File: config.mk
export PLATFORM = sky130hd
export DESIGN_NAME = alu_seq
export DESIGN_NICKNAME = d
export VERILOG_FILES = /design/src/rtl/alu_seq.sv
export SDC_FILE = /design/constraint.sdc
export NUM_CORES = 1
export LEC_CHECK = 0
export CAP_MARGIN = 10
export CORE_MARGIN = 3
export CORE_UTILIZATION = 52
export DETAILED_ROUTE_END_ITERATION = 6
export PLACE_DENSITY = 0.85
export SYNTH_ARGS = -nofsm -noshare
export SYNTH_HDL_FRONTEND = slang
export SYNTH_SLANG_ARGS = --single-unit
File: constraint.sdc
create_clock -name clk -period 3.9 [get_ports clk]
set_clock_uncertainty 0.1 [all_clocks]
set_input_delay 0.975 -clock clk [delete_from_list [all_inputs] [get_ports clk]]
set_output_delay 0.975 -clock clk [all_outputs]
set_load 0.01 [all_outputs]
File: src/rtl/alu_seq.sv
// alu_seq: multi-cycle unsigned multiply (shift-add) / divide (restoring) sequencer driving a shared ALU.
// Optional macro ALU_SEQ_SIGNED_EN enables MULS/DIVS via PRE/POST sign fix-up states.
package pkg_reg;
  localparam int unsigned REG_WIDTH = 8;
endpackage

package pkg_alu;
  typedef enum logic [1:0] {
    ALU_NOP = 2'd0,
    ALU_ADD = 2'd1,
    ALU_SUB = 2'd2
  } alu_op_t;
endpackage

module alu_seq #(
  parameter int unsigned WIDTH = pkg_reg::REG_WIDTH,
  parameter int unsigned CNT_W = $clog2(WIDTH + 1)
) (
  input  logic                 clk,
  input  logic                 rst_n,
  input  logic                 req_valid,
  output logic                 req_ready,
  input  logic [1:0]           req_op,
  input  logic [WIDTH-1:0]     req_x,
  input  logic [WIDTH-1:0]     req_y,
  input  logic                 flush,
  output logic                 resp_valid,
  input  logic                 resp_ready,
  output logic [WIDTH-1:0]     resp_hi,
  output logic [WIDTH-1:0]     resp_lo,
  output logic                 resp_dz,
  output logic                 resp_err,
  output pkg_alu::alu_op_t     alu_op,
  output logic [WIDTH-1:0]     alu_a,
  output logic [WIDTH-1:0]     alu_b,
  input  logic [WIDTH-1:0]     alu_s,
  input  logic                 alu_cf
);
  import pkg_alu::*;

  typedef enum logic [2:0] {
    IDLE,
    RUN,
    DONE
`ifdef ALU_SEQ_SIGNED_EN
    , PRE1, PRE2, POST1, POST2
`endif
  } state_t;

  state_t           state_q, state_d;
  logic [WIDTH-1:0] hi_q, lo_q, mpl_q, xr_q;
  logic [CNT_W-1:0] cnt_q;
  logic             div_q, dz_q, err_q;
`ifdef ALU_SEQ_SIGNED_EN
  logic             sgn_q, sx_q, sy_q, loz_q;
`endif

  logic [WIDTH-1:0] rem_sh, hsrc;
  logic             ov, cin;

  assign {ov, rem_sh} = {hi_q, lo_q[WIDTH-1]};
  assign hsrc         = mpl_q[0] ? alu_s : hi_q;
  assign cin          = mpl_q[0] & alu_cf;

  always_ff @(posedge clk or negedge rst_n) begin
    if (!rst_n) state_q <= IDLE;
    else        state_q <= state_d;
  end

  always_comb begin
    state_d = state_q;
    case (state_q)
      IDLE: if (req_valid) begin
`ifdef ALU_SEQ_SIGNED_EN
        if (req_op[0] && req_y == '0) state_d = DONE;
        else if (req_op[1])           state_d = PRE1;
        else                          state_d = RUN;
`else
        if (req_op[1] || (req_op[0] && req_y == '0)) state_d = DONE;
        else                                         state_d = RUN;
`endif
      end
`ifdef ALU_SEQ_SIGNED_EN
      PRE1:  state_d = PRE2;
      PRE2:  state_d = RUN;
      RUN:   if (cnt_q == CNT_W'(1)) state_d = sgn_q ? POST1 : DONE;
      POST1: state_d = POST2;
      POST2: state_d = DONE;
`else
      RUN:   if (cnt_q == CNT_W'(1)) state_d = DONE;
`endif
      DONE:  if (resp_ready) state_d = IDLE;
      default: state_d = IDLE;
    endcase
    if (flush) state_d = IDLE;
  end

  always_comb begin
    alu_op = ALU_NOP;
    alu_a  = '0;
    alu_b  = '0;
    if (!flush) begin
      case (state_q)
        RUN: begin
          if (div_q) begin
            alu_op = ALU_SUB;
            alu_a  = xr_q;
            alu_b  = rem_sh;
          end else if (mpl_q[0]) begin
            alu_op = ALU_ADD;
            alu_a  = xr_q;
            alu_b  = hi_q;
          end
        end
`ifdef ALU_SEQ_SIGNED_EN
        PRE1: if (sx_q) begin
          alu_op = ALU_SUB;
          alu_a  = xr_q;
        end
        PRE2: if (sy_q) begin
          alu_op = ALU_SUB;
          alu_a  = mpl_q;
        end
        POST1: if (sx_q ^ sy_q) begin
          alu_op = ALU_SUB;
          alu_a  = lo_q;
        end
        POST2: begin
          if (div_q) begin
            if (sx_q) begin
              alu_op = ALU_SUB;
              alu_a  = hi_q;
            end
          end else if (sx_q ^ sy_q) begin
            alu_op = ALU_ADD;
            alu_a  = ~hi_q;
            alu_b  = WIDTH'(loz_q);
          end
        end
`endif
        default: ;
      endcase
    end
  end

  always_ff @(posedge clk or negedge rst_n) begin
    if (!rst_n) begin
      hi_q  <= '0;
      lo_q  <= '0;
      mpl_q <= '0;
      xr_q  <= '0;
      cnt_q <= '0;
      div_q <= 1'b0;
      dz_q  <= 1'b0;
      err_q <= 1'b0;
`ifdef ALU_SEQ_SIGNED_EN
      sgn_q <= 1'b0;
      sx_q  <= 1'b0;
      sy_q  <= 1'b0;
      loz_q <= 1'b0;
`endif
    end else if (!flush) begin
      case (state_q)
        IDLE: if (req_valid) begin
          dz_q  <= 1'b0;
          err_q <= 1'b0;
          div_q <= req_op[0];
          cnt_q <= CNT_W'(WIDTH);
          hi_q  <= '0;
          lo_q  <= '0;
          xr_q  <= req_x;
          mpl_q <= req_y;
`ifdef ALU_SEQ_SIGNED_EN
          sgn_q <= req_op[1];
          sx_q  <= req_op[1] & req_x[WIDTH-1];
          sy_q  <= req_op[1] & req_y[WIDTH-1];
`else
          if (req_op[1]) err_q <= 1'b1;
          else
`endif
          if (req_op[0] && req_y == '0) begin
            dz_q <= 1'b1;
            hi_q <= req_x;
            lo_q <= '1;
          end else if (req_op == 2'b01) begin
            lo_q <= req_x;
            xr_q <= req_y;
          end
        end
        RUN: begin
          cnt_q <= cnt_q - 1'b1;
          if (div_q) begin
            hi_q <= (ov || !alu_cf) ? alu_s : rem_sh;
            lo_q <= {lo_q[WIDTH-2:0], ov || !alu_cf};
          end else begin
            // {hi,lo,mplier} shifted right by one, written per word
            hi_q  <= {cin, hsrc[WIDTH-1:1]};
            lo_q  <= {hsrc[0], lo_q[WIDTH-1:1]};
            mpl_q <= {lo_q[0], mpl_q[WIDTH-1:1]};
          end
        end
`ifdef ALU_SEQ_SIGNED_EN
        PRE1: if (sx_q) xr_q <= alu_s;
        PRE2: begin
          // signed divide keeps operands as x/y until magnitudes are known, then moves them to RUN's layout
          if (div_q) begin
            lo_q <= xr_q;
            xr_q <= sy_q ? alu_s : mpl_q;
          end else if (sy_q) begin
            mpl_q <= alu_s;
          end
        end
        POST1: if (sx_q ^ sy_q) begin
          lo_q  <= alu_s;
          loz_q <= (lo_q == '0);
        end
        POST2: begin
          if (div_q) begin
            if (sx_q) hi_q <= alu_s;
          end else if (sx_q ^ sy_q) begin
            hi_q <= alu_s;
          end
        end
`endif
        default: ;
      endcase
    end
  end

  assign req_ready  = (state_q == IDLE);
  assign resp_valid = (state_q == DONE);
  assign resp_hi    = hi_q;
  assign resp_lo    = lo_q;
  assign resp_dz    = dz_q;
  assign resp_err   = err_q;

endmodule

; Word-level counts from Yosys, hierarchy flattened
; Cells that the tools add are included.
[classes]
n_mux = 42
n_bitwise = 2
add_sub_neg = 1
n_reduce_logical = 11
eq_ne = 9
[ops]
columns = cell, n
row1 = $mux W8, 24
row2 = $pmux W8 S2, 3
row3 = $mux W3, 4
row4 = $pmux W3 S3, 1
row5 = $reduce_and A3 Y1, 3
row6 = $logic_not A8 Y1, 1
row7 = $mux W2, 4
row8 = $pmux W4 S2, 1
row9 = $ne A3 B2 Y1 const B, 2
row10 = $eq A4 B1 Y1 const B, 1
row11 = $mux W1, 4
row12 = $mux W4, 1
row13 = $ne A2 B2 Y1 const B, 2
row14 = $reduce_and A4 Y1, 1
row15 = $sub A4 B1 Y4 const B, 1
row16 = $eq A3 B1 Y1 const B, 1
row17 = $eq A3 B2 Y1 const B, 1
row18 = $logic_not A3 Y1, 1
row19 = $ne A3 B3 Y1 const B, 1
row20 = $eq A2 B1 Y1 const B, 1
row21 = $logic_or A1 B1 Y1, 2
row22 = $reduce_bool A2 Y1, 1
row23 = $and A1 B1 Y1, 1
row24 = $logic_and A1 B1 Y1, 1
row25 = other kinds (2), 2
[totals]
inputBits = 32
output_inout_bits = 38
reg_bits = 42

; Depth between registers and ports, before layout
; Gate-level depths: netlist of the first run.
[logic_depth]
depth_word = 7
depth_mapped = 7
ltp_nobuf = 6

; Worst setup path after synthesis of the first run
; No wires, ideal clock.
[synth_path]
kind = input -> output
startpoint = in flush
endpoint = out alu_b[0]
cell_stages = 4
n_path_buf = 1
path_slack_ps = 1090
arrival_time_ps = 1735
path_cell_list = nor2_2 -> and2_1 -> buf_2 -> a22o_1
[synth_between]
elab_chain_len = 1
[synth_rtl]
columns = element, line
row1 = start: declaration, 26  ; input logic flush,
row2 = $mux W8, 102  ; if (!flush) begin
row3 = end: declaration, 35  ; output logic [WIDTH-1:0] alu_b,
; Every way passes these cells.

; Worst setup path in the final report of the first run
; Ends and elaborated chain as after synthesis.

==> run metrics, run 1 <==
status finished clean; Max Freq 269 MHz; Yosys reg bits 41; Setup crit end kind output port; minimum clock period 3720 ps; CTS sink count 41; arrival time of the worst setup path 2640 ps; Max Root-Sink Buffers 2; CP startpoint flush; Worst path top cell family by delay buffers and inverters; Routed wire per std cell 16.2 microns; HP Class flip-flop to flip-flop; final worst slack 183 ps; Cell Pwr Density 498 nW/um^2; peak supply drop 0.000360 V; DR DRC count 0; Setup Fix Bufs, Post-CTS 0; top_reg_cell synth dfrtp_1; Reg2Reg Depth 4; CP Depth 5; Syn Inst Count 297; max incr delay on CP 540 ps; register area share after synthesis 0.403; Synth top area share 0.403; DR vias/cell 5.88; Die Area 5770 sq um; initial antenna violation count 0; Worst-Margin Slew 910 ps; Pre-Repair DR Iteration Count 4; ys async rst share 1.00; via count 2503; final count of hold timing violations 0; Post-CTS Resized 0; vias in the first global route between 2k and 2.5k; Synth Warn # 0; Hold Startpoint resp_dz; Worst R2R Setup Slack 1880 ps; IO Port Bufs slightly below 70; pin count of the biggest net entering global routing 42; Initial Util 0.561; hold buffer count at cts 0; pre-CTS WS about 170 ps; RSZ-0062 raised after global routing no; Setup Crit Path Kind primary input to output port; Routed Antenna Nets 0; Die W 75.9 microns; synth top area cells dfrtp_1, nand2_1, nor2_1, a31oi_1, a221oi_1; fin nets approximately 390; All-Layer GR Usage 0.250; Rel. slew slack 0.393; Required @ worst endpoint 2820 ps; P&R area growth vs syn 32.2%; TritonCTS Buffers 5; DIE HEIGHT 75.9 microns; GPL Wtd Cong approximately 0.83; share of cells above drive strength 1 0.105; Worst Setup EP alu_b[0]; Syn Std Cell Area 2540 sq um; io pins 70; initial DRC count 189; commonest cells in the netlist nand2_1, nor2_1, dfrtp_1; Placed Cells roughly 420; most numerous cell in the Yosys netlist nand2_1; Skew-Pair Late Insertion Delay approximately 300 ps; startpoint type of the worst setup path primary input; setup TNS 0 ps; final worst-path cycle share 0.953; Max Cap Viol 0; hpwl dp 5050 microns; leak pwr 1.36 nW; Syn Area/Cell 8.56 sq um; cell mode on critical path clkdlybuf4s50_1; CTS root buf clkbuf_8; Synth area leader dfrtp_1; RR Endpoint xr_q[7]; Post-synth EDFFs 0; H-tree levels 2; Post-Syn Nets 331; # setup viols final 0; Rows 24; CP max stage cell clkdlybuf4s50_1; Worst-path clk slew around 70 ps; Core Area 4530 sq um; worst flop-to-flop path startpoint state_q[1]; GR Overflow Total 0; post-synthesis cell type count 44; Worst Path Buf+Inv 2; crit path max fanout 9; TritonCTS clock tree done; WL final just under 7000 microns; Layout Cells excl Fill 426; Slew Limit Fails 0; CP Cell Sequence clkdlybuf4s50_1 -> nor2_2 -> and2_1 -> a22o_1 -> clkdlybuf4s50_1; Inserted Diodes 0; first-pass GRT wire length 11900 microns
-- power breakdown --
part | internal (mW) | leakage [nW] | switching, mW | total, mW
Clock | 0.127 | 0.0395 | 0.145 | 0.272
Sequential | 0.562 | 0.487 | 0.165 | 0.727
Combinational | 0.357 | 0.834 | 0.320 | 0.677
-- placed cells by master, fill, tap and decap left out, types with 3 or more instances in the layout --
master,synthesis,layout
nand2_1,49,49
o21ai_1,6,6
nand3_1,8,8
nand2b_1,3,3
clkbuf_8,0,5
dfrtp_1,41,41
a311o_1,4,4
clkbuf_1,15,3
a31o_2,3,3
o21ai_0,5,5
a31oi_1,13,13
nor2b_1,11,11
nor2_1,44,44
a221oi_1,8,8
buf_4,1,9
a21oi_1,12,12
and2_1,11,11
mux2_2,6,6
a211oi_2,3,3
clkdlybuf4s50_1,0,68
nand4_1,4,4
a211oi_1,8,8
a22o_1,8,8
-- metal layers --
layer  GRT usage  wire, microns  vias up
met4      0.0525             93        0
met5           0              0        -
li1            -              -     1186
met3      0.0569            490       10
met2       0.403           3280       98
met1       0.346           3030     1209
-- worst min-delay path by stage --
stage                   end  depth (start not counted)
global placement    resp_dz                          2
global route        resp_dz                          2
CTS                 resp_dz                          2
detailed placement  resp_dz                          2
finish              resp_dz                          2
floorplan           xr_q[0]                          2
-- registers in the layout (all words and copies together), names as in the netlist --
signal    count
resp_lo       8
state_q       2
xr_q          8
resp_hi       8
mpl_q         8
resp_err      1
div_q         1
resp_dz       1
cnt_q         4
-- worst register-to-register path: stages (launching register included) --
cell,delay (ps)
dfrtp_1,490
nor2_1,290
nand3b_1,510
a221oi_1,420
nor2_1,90
-- cell families (layout without fill, tap and decap cells) --
logic type,count (synthesis),after routing,synth area share
muxes,7,7,0.0305
buffers and inverters,24,88,0.0423
AOI/OAI and AO/OA,78,78,0.235
xor gates and xnor gates,2,2,0.00689
adders and majority gates,2,2,0.00984
DFF,41,41,0.403
and+or+nand+nor,143,143,0.272
-- metrics by stage --
stage / utilization / hold WS, ps / power (mW) / area, sq um
3_5_place_dp: 0.724 / 369 / 1.41 / 3280
4_1_cts: 0.742 / 389 / 1.68 / 3360
3_3_place_gp: 0.724 / 366 / 1.39 / 3280
5_1_grt: 0.742 / 425 / 1.80 / 3360
2_1_floorplan: - / 358 / 1.10 / 2540
6_report: 0.742 / 383 / 1.68 / 3360
-- final cells by class --
| class | count | area (sq um) |
|---|---|---|
| multi-input cells | 232 | 1420 |
| fillers | 351 | 1170 |
| well taps | 65 | 81.3 |
| flip-flops and latches | 41 | 1030 |
| repair buffers | 78 | 753 |
| clock buffers | 8 | 80.1 |
| inverters | 2 | 7.51 |
Power figures use the tool's default switching activity.
==> inputs of run 2 (changes only) <==
Settings changed: CORE_MARGIN 3 to 1.
==> run 2 against run 1 <==
  * Sequential cell count stayed put
  * Critical path depth stayed put
  * Wire length is 2.0% higher
  * Combinational power is 2% higher
  * Highest routed layer unchanged
  * Cell count is 0.47% higher
==> run metrics, run 2 (synthesis results as in run 1) <==
status finished clean; initial antenna violation count 0 (unchanged); CTS sink count 41 (unchanged); GPL Wtd Cong 0.851 (+2.7%); crit path max fanout 9 (unchanged); Initial Util 0.539 (-0.0224); Routed Antenna Nets 0 (unchanged); most frequent cells in the layout clkdlybuf4s50_1, nand2_1, nor2_1; Cell Pwr Density 501 nW/um^2 (+0.59%); leak pwr 1.36 nW (unchanged); Post-CTS Resized 0 (unchanged); internal power 1.05 mW (+0.12%); HP Class flip-flop to flip-flop; Sw Share 0.379 (+0.00334); Clk pwr share 0.161 (about the same); H-tree levels 2 (unchanged); hold buffer count at cts 0 (unchanged); via count 2546 (+1.7%); peak supply drop 0.000293 V (-19%); Rel. slew slack 0.385 (-0.00820); Setup Crit Path Kind primary input to output port; startpoint type of the worst setup path primary input; net switching power 0.640 mW (+1.6%); Core Area 4720 sq um (+4.2%); Rows 25 (+4.2%); IO Port Bufs 69 (unchanged); CTS root buf clkbuf_8; Inserted Diodes 0 (unchanged); Seq pwr share 0.430 (-0.004); Worst-Margin Slew 923 ps (+12.3 ps); combinational share of power 0.410 (+0.006); hpwl dp 5010 microns (-0.79%); Slew Limit Fails 0 (unchanged); Setup crit end kind output port; Max Cap Viol 0 (unchanged); DR vias/cell 5.95 (+1.2%); most common cell after layout, fill and taps aside clkdlybuf4s50_1; final count of hold timing violations 0 (unchanged); DIE HEIGHT 71.9 microns (-5.3%); Required @ worst endpoint 2820 ps (about the same); Routed wire per std cell 16.4 microns (+1.5%); Multi-input gate area 1420 sq um (unchanged); Pwr Total 1.69 mW (+0.66%); Max Root-Sink Buffers 2 (unchanged); # setup viols final 0 (unchanged); arrival time of the worst setup path 2630 ps (about the same); Reg area 1030 sq um (unchanged); Final Util 0.713 (-0.0291); fin nets 394 (unchanged); initial DRC count 204 (+7.9%); first-pass GRT wire length 11800 microns (-0.87%); final worst-path cycle share 0.951 (-0.00188); Filler Cells Inserted 377 (+7.4%); Worst-path clk slew 70 ps (about the same); Setup Fix Bufs, Post-CTS 0 (unchanged); share of cells above drive strength 1 0.105 (unchanged); GR Overflow Total 0 (unchanged); Die W 71.9 microns (-5.3%); setup TNS 0 ps (unchanged); Die Area 5180 sq um (-10%); Pre-Repair DR Iteration Count 5 (+1); pin count of the biggest net entering global routing 42 (unchanged); RSZ-0062 raised after global routing no; io pins 70 (unchanged); TritonCTS clock tree done; Max Freq 270 MHz (+0.20%); vias in the first global route 2437 (-0.12%); All-Layer GR Usage 0.290 (+0.0407); WL final 7030 microns (+2.0%); DR DRC count 0 (unchanged); TritonCTS Buffers 5 (unchanged); minimum clock period 3710 ps (-7.32 ps); Skew-Pair Late Insertion Delay 300 ps (about the same); P&R area growth vs syn 32.3% (about the same)
run 2: cell counts in the layout (fill, tap and decap cells not counted):
Identical to the previous run, type by type.
run 2: per-layer routing:
| metal | track usage | wire length, microns | up-vias |
|---|---|---|---|
| li1 | - | - | 1186 |
| met1 | 0.393 | 3060 | 1228 |
| met2 | 0.482 | 3360 | 125 |
| met3 | 0.0486 | 536 | 7 |
| met4 | 0.0893 | 76 | 0 |
| met5 | 0 | 0 | - |
run 2: worst paths after layout:
path                       startpoint         end  slack [ps]  cells past startpoint
min in group asynchronous       rst_n    cnt_q[3]         710                      1
hold / removal                resp_dz     resp_dz         390                      2
setup / recovery                flush    alu_b[3]         190                      5
max in group asynchronous       rst_n  resp_lo[0]        2410                      1
hold reg to reg               resp_dz     resp_dz         390                      2
setup reg to reg           state_q[1]     xr_q[2]        1900                      4
run 2: stage by stage:
stage	cells	hold WS [ps]	worst slack, ps	area [sq um]
final	428	394	190	3370
after global placement	420	367	213	3290
after floorplan	297	358	1090	2540
after global routing	428	404	82.8	3370
after CTS	428	394	184	3370
after detailed placement	420	375	186	3290
run 2: critical path, stage by stage:
cell,delay (ps)
clkdlybuf4s50_1,470
nor2_2,170
and2_1,310
a22o_1,180
clkdlybuf4s50_1,530
run 2: cell type report:
cell class	count	share of cell area
sequential	41	0.305
inverter	2	0.00223
tap	67	0.0249
multi-input combinational	232	0.420
timing repair buffer	78	0.224
clock buffer	8	0.0238
run 2: power groups by stage:
stage | Sequential, mW | Combinational, mW | Clock (mW)
4_1_cts | 0.718 | 0.692 | 0.276
3_3_place_gp | 0.720 | 0.662 | 0
5_1_grt | 0.744 | 0.761 | 0.295
6_report | 0.725 | 0.692 | 0.271
2_1_floorplan | 0.697 | 0.407 | 0
3_5_place_dp | 0.725 | 0.689 | 0
==> inputs of run 3 (changes only) <==
Settings changed: CORE_UTILIZATION 52 to 50, PLACE_DENSITY 0.85 to 0.82.
==> run 3 against run 2 <==
  * Global-route usage is 1.3 points lower
  * Fmax fell by 0.34%
  * Clock power rose by 5%
  * Sequential share of layout area decreased by 0.057 points
  * Highest routed layer unchanged
  * Sequential cell count unchanged
  * Die area up 3.9%
==> run metrics, run 3 (synthesis results as in run 1) <==
CTS root buf clkbuf_8; via count 2531 (-0.59%); vias in the first global route 2272 (-6.8%); startpoint type of the worst setup path primary input; Core Area 4820 sq um (+2.0%); H-tree levels 2 (unchanged); Worst Path Buf+Inv 2 (unchanged); P&R area growth vs syn 32.6%; Worst-path clk slew 80 ps (about the same); Rows 25 (unchanged); DR vias/cell 5.93 (-0.36%); Worst path top cell family by delay buffers and inverters; Cell Pwr Density 501 nW/um^2 (-0.15%); most frequent cells in the layout clkdlybuf4s50_1, nand2_1, nor2_1; fin nets 394 (unchanged); Slew Limit Fails 0 (unchanged); DIE HEIGHT 73.3 microns (+1.9%); Setup crit end kind output port; io pins 70 (unchanged); final worst-path cycle share 0.954 (+0.00320); WHS Path Cells 2 (unchanged); setup TNS 0 ps (unchanged); leak pwr 1.37 nW (+0.35%); Inserted Diodes 0 (unchanged); IO Port Bufs 69 (unchanged); share of cells above drive strength 1 0.108 (+0.00307); Min Hold Slack 392 ps (-2.35 ps); Die W 73.3 microns (+1.9%); crit path max fanout 9 (unchanged); Reg2Reg Depth 4 (unchanged); hpwl dp 4880 microns (-2.6%); Max Cap Viol 0 (unchanged); Setup Fix Bufs, Post-CTS 0 (unchanged); WL final 6800 microns (-3.3%); TritonCTS clock tree done; CP Depth 5 (unchanged); pin count of the biggest net entering global routing 42 (unchanged); M2 GR Usage 0.435 (-0.0470); M3 GR Usage 0.0535 (+0.00489); CP max stage cell clkdlybuf4s50_1; DR DRC count 0 (unchanged); gr busiest metal met2; # setup viols final 0 (unchanged); RSZ-0062 raised after global routing no; Worst-Margin Slew 930 ps (+7.41 ps); CTS sink count 41 (unchanged); Initial Util 0.528 (-0.0105); initial DRC count 167 (-18%); initial antenna violation count 0 (unchanged); GPL Wtd Cong 0.811 (-4.7%); Routed wire per std cell 15.9 microns (-3.1%); TritonCTS Buffers 5 (unchanged); CP Cell Sequence clkdlybuf4s50_1 -> nor2_2 -> and2_1 -> a22o_1 -> clkdlybuf4s50_1; Post-CTS Resized 0 (unchanged); Required @ worst endpoint 2820 ps (about the same); Routed Antenna Nets 0 (unchanged); minimum clock period 3720 ps (+12.5 ps); Max Freq 269 MHz (-0.34%); hold buffer count at cts 0 (unchanged); first-pass GRT wire length 11200 microns (-4.5%); max incr delay on CP 530 ps (about the same); Pre-Repair DR Iteration Count 5 (unchanged); Rel. slew slack 0.380 (-0.00494); GR Overflow Total 0 (unchanged); final count of hold timing violations 0 (unchanged); Setup Crit Path Kind primary input to output port; All-Layer GR Usage 0.277 (-0.0131); Die Area 5380 sq um (+3.9%); cell mode on critical path clkdlybuf4s50_1; Filler Cells Inserted 418 (+11%); peak supply drop 0.000283 V (-3.4%); status finished clean; most common cell after layout, fill and taps aside clkdlybuf4s50_1; HP Class flip-flop to flip-flop; met1 usage 0.392 (-0.000890); Skew-Pair Late Insertion Delay 300 ps (about the same); arrival time of the worst setup path 2650 ps (+20 ps); Max Root-Sink Buffers 2 (unchanged)
## run 3: changes by cell type in the layout (fill, tap and decap cells not counted)
cell | before | now
clkbuf_8 | 5 | 6
clkbuf_1 | 3 | 1
## run 3: metrics by stage
| stage | power, mW | area (sq um) | util | std cells | setup slack [ps] |
|---|---|---|---|---|---|
| final | 1.69 | 3370 | 0.700 | 427 | 178 |
| after global routing | 1.81 | 3370 | 0.700 | 427 | 73.5 |
| after CTS | 1.69 | 3370 | 0.700 | 427 | 157 |
| after detailed placement | 1.41 | 3290 | 0.682 | 420 | 162 |
| after global placement | 1.39 | 3290 | 0.682 | 420 | 209 |
| after floorplan | 1.10 | 2540 | - | 297 | 1090 |
## run 3: cell type report
class | count | area, sq um | area share
well taps | 67 | 83.8 | 0.0249
clock buffers | 7 | 86.3 | 0.0256
multi-input cells | 232 | 1420 | 0.420
flip-flops and latches | 41 | 1030 | 0.304
inverters | 2 | 7.51 | 0.00223
repair buffers | 78 | 753 | 0.223
## run 3: per-layer routing
metal  part of all wire  vias up  wire (microns)
met1               0.44     1217            2980
met2               0.47      119            3180
met4              0.014        0              97
met3              0.080       12             542
li1                   -     1183               -
met5                  0        -               0
## run 3: path summary, 6_finish.rpt
check	slack [ps]	endpoint	from
max reg2reg	1920	xr_q[7]	state_q[1]
max in group asynchronous	2410	cnt_q[1]	rst_n
min	390	resp_err	resp_err
min in group asynchronous	720	xr_q[4]	rst_n
max	180	alu_b[6]	flush
min reg2reg	390	resp_err	resp_err
## run 3: worst register-to-register path, cell delays in order (launching register included)
cell and delay (ps):
dfrtp_1 500, nor2_1 260, nand3b_1 480, a221oi_1 430, nor2_1 90
## run 3: report_power, final
part	internal, mW	switching, mW	total, mW
clock	0.140	0.144	0.284
combinational	0.358	0.321	0.678
sequential	0.562	0.164	0.726
total	1.06	0.628	1.69
